<file path="src/rtl/onehot_line_decoder.sv">
// Binary-to-one-hot line decoder with bounded hold, ack/timeout release and an all-low gap.
// Optional macro DECODE_PARITY_EN adds even-parity checking on in_code (in_parity/err_parity).

// state | meaning
// IDLE  | no line driven; serves the pending slot first, else bypasses a fresh transfer
// DRIVE | one line high; released on out_ack or when the hold counter expires
// GAP   | enforced all-low cycles before returning to IDLE
module onehot_line_decoder #(
  parameter int IDX_W       = 2,
  parameter int HOLD_CYCLES = 4,
  parameter int GAP_CYCLES  = 1,
  localparam int OUT_W      = 2**IDX_W
) (
  input  logic             clk,
  input  logic             rst,
  input  logic             in_valid,
  output logic             in_ready,
  input  logic [IDX_W-1:0] in_code,
  output logic [OUT_W-1:0] out_lines,
  output logic             out_valid,
  input  logic             out_ack,
  output logic             timeout
`ifdef DECODE_PARITY_EN
  ,
  input  logic             in_parity,
  output logic             err_parity
`endif
);

  typedef enum logic [1:0] {IDLE, DRIVE, GAP} state_t;

  localparam int CNT_MAX = (HOLD_CYCLES > GAP_CYCLES) ? HOLD_CYCLES : GAP_CYCLES;
  localparam int CNT_W   = $clog2(CNT_MAX + 1);
  localparam logic [CNT_W-1:0] HOLD_LOAD = CNT_W'(HOLD_CYCLES - 1);
  localparam logic [CNT_W-1:0] GAP_LOAD  = (GAP_CYCLES > 0) ? CNT_W'(GAP_CYCLES - 1) : '0;

  state_t           state;
  logic [CNT_W-1:0] cnt;
  logic             pend_full;
  logic [IDX_W-1:0] pend_code;
  logic             xfer;
  logic             code_ok;
  logic             take;

  function automatic logic [OUT_W-1:0] decode(input logic [IDX_W-1:0] code);
    logic [OUT_W-1:0] v;
    v       = '0;
    v[code] = 1'b1;
    return v;
  endfunction

  // Ready depends only on the registered slot, so out_ack never reaches in_ready.
  assign in_ready = ~pend_full;
  assign xfer     = in_valid & in_ready;

`ifdef DECODE_PARITY_EN
  assign code_ok = ((^in_code) == in_parity);
`else
  assign code_ok = 1'b1;
`endif

  assign take = xfer & code_ok;

  always_ff @(posedge clk or posedge rst) begin
    if (rst) begin
      state     <= IDLE;
      cnt       <= '0;
      pend_full <= 1'b0;
      pend_code <= '0;
      out_lines <= '0;
      out_valid <= 1'b0;
      timeout   <= 1'b0;
`ifdef DECODE_PARITY_EN
      err_parity <= 1'b0;
`endif
    end else begin
      timeout <= 1'b0;
`ifdef DECODE_PARITY_EN
      err_parity <= xfer & ~code_ok;
`endif
      case (state)
        IDLE: begin
          // A full slot blocks in_ready, so the slot and the bypass never compete.
          if (pend_full || take) begin
            out_lines <= decode(pend_full ? pend_code : in_code);
            out_valid <= 1'b1;
            pend_full <= 1'b0;
            cnt       <= HOLD_LOAD;
            state     <= DRIVE;
          end
        end
        DRIVE: begin
          if (take) begin
            pend_full <= 1'b1;
            pend_code <= in_code;
          end
          if (out_ack || cnt == '0) begin
            timeout   <= ~out_ack;
            out_lines <= '0;
            out_valid <= 1'b0;
            if (GAP_CYCLES > 0) begin
              state <= GAP;
              cnt   <= GAP_LOAD;
            end else begin
              state <= IDLE;
            end
          end else begin
            cnt <= cnt - CNT_W'(1);
          end
        end
        GAP: begin
          if (take) begin
            pend_full <= 1'b1;
            pend_code <= in_code;
          end
          if (cnt == '0) state <= IDLE;
          else           cnt   <= cnt - CNT_W'(1);
        end
        default: state <= IDLE;
      endcase
    end
  end

endmodule

</file>
<file path="config.mk">
export PLATFORM = sky130hd
export DESIGN_NAME = onehot_line_decoder
export DESIGN_NICKNAME = d
export VERILOG_FILES = /design/src/rtl/onehot_line_decoder.sv
export SDC_FILE = /design/constraint.sdc
export NUM_CORES = 1
export LEC_CHECK = 0
export ABC_AREA = 1
export CORE_MARGIN = 2
export CORE_UTILIZATION = 30
export DETAILED_ROUTE_END_ITERATION = 16
export PLACE_DENSITY = 0.52
export SLEW_MARGIN = 30
export SYNTH_ARGS = -nofsm -noshare
export SYNTH_HDL_FRONTEND = slang
export SYNTH_SLANG_ARGS = --single-unit
</file>
<file path="constraint.sdc">
create_clock -name clk -period 1.3 [get_ports clk]
set_input_delay 0.195 -clock clk [delete_from_list [all_inputs] [get_ports clk]]
set_output_delay 0.195 -clock clk [all_outputs]
set_load 0.05 [all_outputs]
</file>
== Word-level counts from Yosys, hierarchy flattened ==
Cells that the tools add are included.
Storage, ports and cells
  flip-flop bits (word level): 14
  latch bits: 0
  output and inout bits: 7
  bits in writable memories: 0
  memories: 0
  bits in read-only memories: 0
  input port bits: 6
Operators by class
  $mul: 0
  eq/ne operators: 7
  reductions and logical operators: 14
  multiplexer cells: 22
  magnitude comparators: 2
  shifts and indexed selects: 0
  divide/modulo/power cells: 0
  add/subtract/negate cells: 1
  bitwise logic cells: 3
Operators with widths (number)
  $reduce_and 3->1: 4
  $mux 3: 3
  $pmux 3 s3: 1
  $mux 2: 4
  $mux 4: 2
  $ne 2x2->1 const B: 4
  $pmux 4 s2: 1
  $mux 1: 7
  $pmux 2 s3: 1
  $pmux 1 s2: 2
  $reduce_bool 2->1: 2
  $logic_not 3->1: 1
  $lt 2x3->1 const B: 1
  $reduce_bool 3->1: 1
  $sub 3x1->3 const B: 1
  $demux 1 s2: 1
  $eq 2x1->1 const B: 1
  $eq 2x2->1 const B: 1
  $ge 2x1->1 const B: 1
  $logic_not 2->1: 1
  $logic_or 1x1->1: 2
  $ne 2x1->1 const B: 1
  $not 1->1: 2
  $reduce_and 2->1: 1
  3 further kinds: 3

== Longest topological paths before layout ==
  depth after elaboration: 7
  gate-level depth with buffers: 10

== Least setup slack after synthesis ==
No wires, ideal clock.
  path kind: register -> register
  start: register pend_full
  end: register out_lines[0]
  cell stages (with the launch flop): 7
  path buffers: 0
  setup slack: 20 ps
  setup time: 119 ps
  data arrival time: 1161 ps
  path through: dfrtp_1 -> inv_1 -> nand2_1 -> o21ai_2 -> nor2_1 -> nand2_1 -> nand2_1
Between the ends
  elaborated cells between the ends (all ways): 13
RTL lines
  start: declaration: RTL line 39  | logic pend_full;
  start signal: assignment: RTL line 68  | pend_full <= 1'b0;
  start signal: assignment: RTL line 87  | pend_full <= 1'b0;
  start signal: assignment: RTL line 94  | pend_full <= 1'b1;
  $not 1->1: RTL line 53  | assign in_ready = ~pend_full;
  via in_ready: RTL line 17  | output logic in_ready,
  $and 1x1->1: RTL line 54  | assign xfer = in_valid & in_ready;
  $logic_or 1x1->1: RTL line 84  | if (pend_full || take) begin
  $ne 2x2->1 (no line)
  $reduce_and 3->1 (no line)
  end signal: assignment: RTL line 85  | out_lines <= decode(pend_full ? pend_code : in_code);
  end: declaration: RTL line 19  | output logic [OUT_W-1:0] out_lines,
The timed path passes the listed nets, and every way through them passes these cells. The select of a mux whose other input is x is not followed.
A chain may end at the register's enable or synchronous reset.

== Worst setup path in the final report ==
  start: register state[0]
  end: register cnt[2]
Between the ends
  longest elaborated chain between the ends: 3
  elaborated cells between the ends (all ways): 8
RTL lines
  start: declaration: RTL line 37  | state_t state;
  start signal: assignment: RTL line 66  | state <= IDLE;
  start signal: assignment: RTL line 89  | state <= DRIVE;
  start signal: assignment: RTL line 102  | state <= GAP;
  $eq 2x2->1 (tied with other cells): RTL line 81  | case (state)
  $ne 2x2->1 (no line) / $reduce_bool 3->1 (equally long branches)
  $reduce_and 3->1 (no line)
  end signal: assignment: RTL line 108  | cnt <= cnt - CNT_W'(1);
  end signal: assignment: RTL line 117  | else cnt <= cnt - CNT_W'(1);
  end: declaration: RTL line 38  | logic [CNT_W-1:0] cnt;
Parallel ways exist; a longest one is shown, timed or not.

==> metrics.md <==
| Metric | Value |
|---|---|
| Status | complete, no violations |
| Area of all placed cells without fillers | 0.00122 mm^2 |
| Core outline area | 0.00250 mm^2 |
| Dominant combinational cell family by area after synthesis | simple AND/OR/NAND/NOR gates |
| CTS Sinks | 14 |
| Most used flip-flop cell after synthesis | sky130_fd_sc_hd__dfrtp_1 |
| Final count of negative-setup-slack endpoints | 0 |
| Synthesized netlist net count | 115 |
| 1st-iter DRT viols | 21 |
| Cell row count | 18 |
| Share of synthesized registers carrying an async set or reset | 100% |
| Netlist Area Pre-Place | 805 um^2 |
| Antenna violations before repair | 0 |
| Post-synthesis compound-gate area fraction | 8.40% |
| Yosys warning count | 0 |
| Setup repair after global routing missed its margin | yes |
| Total power divided by cell area | 2810 mW/mm^2 |
| Critical path class | flop to flop |
| Critical path startpoint category | flop |
| Residual DRC | 0 |
| Overall power consumption | 3.44 mW |
| Worst path arrival time | 1.41 ns |
| Required time at the worst-slack endpoint | 1.47 ns |
| Final HPWL DP | 1280 um |
| Average detailed-routed wire length per instance | 10.9 um |
| CTS buffer count | 3 |
| Number of max-slew violations in the final report | 0 |
| Maximum number of pins on one net before global-route repair | 15 |
| CTS H-Tree Depth | 1 |
| Chip width | 55.8 um |
| First-pass iteration count of the detailed router | 4 |
| Placed standard-cell area | 0.00108 mm^2 |
| Internal Power | 1.84 mW |
| Post-synthesis average cell area | 7.81 um^2 |
| Synth cell types | 20 |
| Vias after detailed routing | 709 |
| Via density per instance | 4.54 |
| Root Buffer | sky130_fd_sc_hd__clkbuf_4 |
| Multiplexer fraction of the synthesized cell area | 0% |
| Routed WL | 1700 um |
| Maximum net fanout on the critical path | 3 |
| Share of post-route cells with drive strength above 1 | 33.3% |
| Vias in the first global route | 691 |
| Seq pwr share | 23.9% |
| Die Y-Extent | 55.8 um |
| Worst hold path class | primary input to async pin |
| Final hold violation count | 0 |
| Critical path capture point type | flop |
| Clock share of power | 8.6% |
| LEAKAGE | 0.632 nW |
| Antenna fix cells | 0 |
| Worst Setup Slack, final | 0.0582 ns |
| Number of synthesized register bits | 14 |
| Worst-skew pair later-pin latency | 0.27 ns |
| Area share of xor/xnor cells in the synthesized design | 0% |
| # Max-Cap Violations | 0 |
| IO Count | 13 |
| Crit path time final | 1.24 ns |
| Number of nets at the end of the flow | 139 |
| Post-synth EDFFs | 0 |
| Clock transition time at the flip-flop clock pins of the worst setup and hold paths | 0.08 ns |
| Highest attainable clock frequency | 805 MHz |
| Overall track demand over capacity in global routing | 11.7% |
| Mapped Cells | 103 |
| Port-buffer cells | 12 |
| Switching component of the power | 1.60 mW |
| Count of filler cells inserted in the layout | 232 |
| Max clock buf depth | 2 |
| Adder-cell area share of the yosys netlist | 9.33% |
| Register area share after synthesis | 43.5% |
| Routability Congestion | 0.872 |
| Global-route wire length before repair | 2920 um |
| Area Overhead vs Synth | 51.9% |
| Clock tree from TritonCTS | yes |
| Switching share of total power | 46.4% |
| Final setup skew | 0.00331 ns |
| Least-Margin Pin Slew | 0.236 ns |
| Global-route congestion overflow total | 0 |
| Initial standard-cell utilization of the core | 32.2% |
| Worst setup slack before clock tree synthesis | -0.0217 ns |
| Worst ir drop on vdd | 1460 uV |
| Tcrit/Tclk final | 95.5% |
| Die ar. | 0.00311 mm^2 |
| Basic-gate share of the synthesized area counting and, or, nand and nor cells | 28.9% |
| Slew Limit Headroom | 84.2% |
| Post-route antenna net violation count | 0 |
| Comb power frac | 67.4% |
-- worst paths after layout --
kind                                       from  slack [ns]  cells past startpoint                        to
max                        state[0]$_DFFE_PP0P_        0.06                      8        cnt[2]$_DFFE_PP0P_
min                                         rst        0.22                      3  out_lines[0]$_DFFE_PP0P_
max reg2reg                state[0]$_DFFE_PP0P_        0.06                      8        cnt[2]$_DFFE_PP0P_
min reg2reg                  cnt[1]$_DFFE_PP0P_        0.48                      2        cnt[1]$_DFFE_PP0P_
max in group asynchronous                   rst        0.90                      3      state[0]$_DFFE_PP0P_
min in group clk             cnt[1]$_DFFE_PP0P_        0.48                      2        cnt[1]$_DFFE_PP0P_
-- critical path: stages, from the launching register on --
cell and delay [ns]:
sky130_fd_sc_hd__dfrtp_2 0.44, sky130_fd_sc_hd__buf_4 0.15, sky130_fd_sc_hd__ha_1 0.19, sky130_fd_sc_hd__inv_2 0.08, sky130_fd_sc_hd__nand3_4 0.07, sky130_fd_sc_hd__inv_2 0.07, sky130_fd_sc_hd__nand2_1 0.05, sky130_fd_sc_hd__nand2_1 0.06
sky130_fd_sc_hd__inv_1 0.04
-- what timing repair did --
action / CTS / global route
setup endpoints to repair: 4 / 13
endpoints found under the hold margin: 0 / 0
pin swaps: 0 / 5
setup buffers: 0 / 1
resized for setup: 1 / 26
hold buffers: 0 / 0
-- cell type report --
class	instances	area, um^2	share of cell area, %
multi-input combinational	68	469	38.4
sequential	14	352	28.8
timing repair buffer	19	246	20.2
inverter	21	81.3	6.65
tap	30	37.5	3.07
clock buffer	4	36.3	2.97
-- placed cells by master, fill, tap and decap left out --
cell,count
sky130_fd_sc_hd__dfrtp_1,13
sky130_fd_sc_hd__buf_6,1
sky130_fd_sc_hd__buf_4,6
sky130_fd_sc_hd__o211ai_4,1
sky130_fd_sc_hd__nor2_4,1
sky130_fd_sc_hd__nand2_1,30
sky130_fd_sc_hd__inv_4,1
sky130_fd_sc_hd__o21ai_1,2
sky130_fd_sc_hd__nand3_1,4
sky130_fd_sc_hd__nor2_1,4
sky130_fd_sc_hd__ha_2,1
sky130_fd_sc_hd__clkbuf_4,3
sky130_fd_sc_hd__a21oi_1,2
sky130_fd_sc_hd__o22ai_1,1
sky130_fd_sc_hd__nand2_4,4
sky130_fd_sc_hd__nand2_2,1
sky130_fd_sc_hd__inv_1,14
sky130_fd_sc_hd__nor3_1,1
sky130_fd_sc_hd__nand3_4,1
sky130_fd_sc_hd__buf_12,7
sky130_fd_sc_hd__o211ai_1,1
sky130_fd_sc_hd__nor2_2,1
sky130_fd_sc_hd__o21ai_0,1
sky130_fd_sc_hd__a21boi_0,1
sky130_fd_sc_hd__clkbuf_8,1
sky130_fd_sc_hd__dfrtp_2,1
sky130_fd_sc_hd__ha_4,3
sky130_fd_sc_hd__ha_1,2
sky130_fd_sc_hd__inv_2,6
sky130_fd_sc_hd__nand3_2,2
sky130_fd_sc_hd__o21ai_2,1
sky130_fd_sc_hd__nand4_1,3
sky130_fd_sc_hd__clkdlybuf4s50_1,5
-- through the flow --
step	util, %	std cells	hold WS (ns)	setup TNS (ns)
2_1_floorplan	-	103	0.0842	0
3_3_place_gp	43.1	151	0.471	-0.00941
3_5_place_dp	43.1	151	0.467	-0.0217
4_1_cts	44.5	155	0.211	0
5_1_grt	48.9	156	0.212	-0.119
6_report	48.9	156	0.215	0
-- cell usage after synthesis (2+ instances only) --
library cell,n,area share (%)
sky130_fd_sc_hd__nor2_1,5,2.3
sky130_fd_sc_hd__nand3_1,5,3.1
sky130_fd_sc_hd__ha_1,6,9.3
sky130_fd_sc_hd__nand2_2,3,2.3
sky130_fd_sc_hd__nand2_1,32,15
sky130_fd_sc_hd__a21oi_1,2,1.2
sky130_fd_sc_hd__nand4_1,3,2.3
sky130_fd_sc_hd__inv_1,20,9.3
sky130_fd_sc_hd__o21ai_0,2,1.2
sky130_fd_sc_hd__dfrtp_1,14,44
sky130_fd_sc_hd__nand3_2,2,2.5
-- power groups by stage --
stage / registers [mW] / clock network [mW] / logic [mW]
2_1_floorplan: 0.995 / 0 / 0.988
3_3_place_gp: 0.805 / 0 / 1.95
3_5_place_dp: 0.803 / 0 / 1.97
4_1_cts: 0.801 / 0.316 / 1.98
5_1_grt: 0.853 / 0.343 / 2.54
6_report: 0.823 / 0.297 / 2.32
-- registers in the layout, summed over array words and instances (netlist names) --
name,count
pend_code,2
timeout,1
pend_full,1
out_valid,1
state,2
out_lines,4
cnt,3
-- layer usage --
metal / track usage (%) / part of all wire (%) / vias up
met5: 0 / 0 / -
met4: 5.23 / 0.71 / 0
met3: 2.56 / 3.6 / 2
met2: 18.0 / 46 / 13
met1: 15.7 / 49 / 325
li1: - / - / 369
-- cell families after synthesis --
family                     count (synthesis)
AOI/OAI and AO/OA                         10
adders and majority gates                  6
DFF                                       14
buffers and inverters                     21
and+or+nand+nor                           52
No activity file was read; power rests on OpenSTA's default activity.
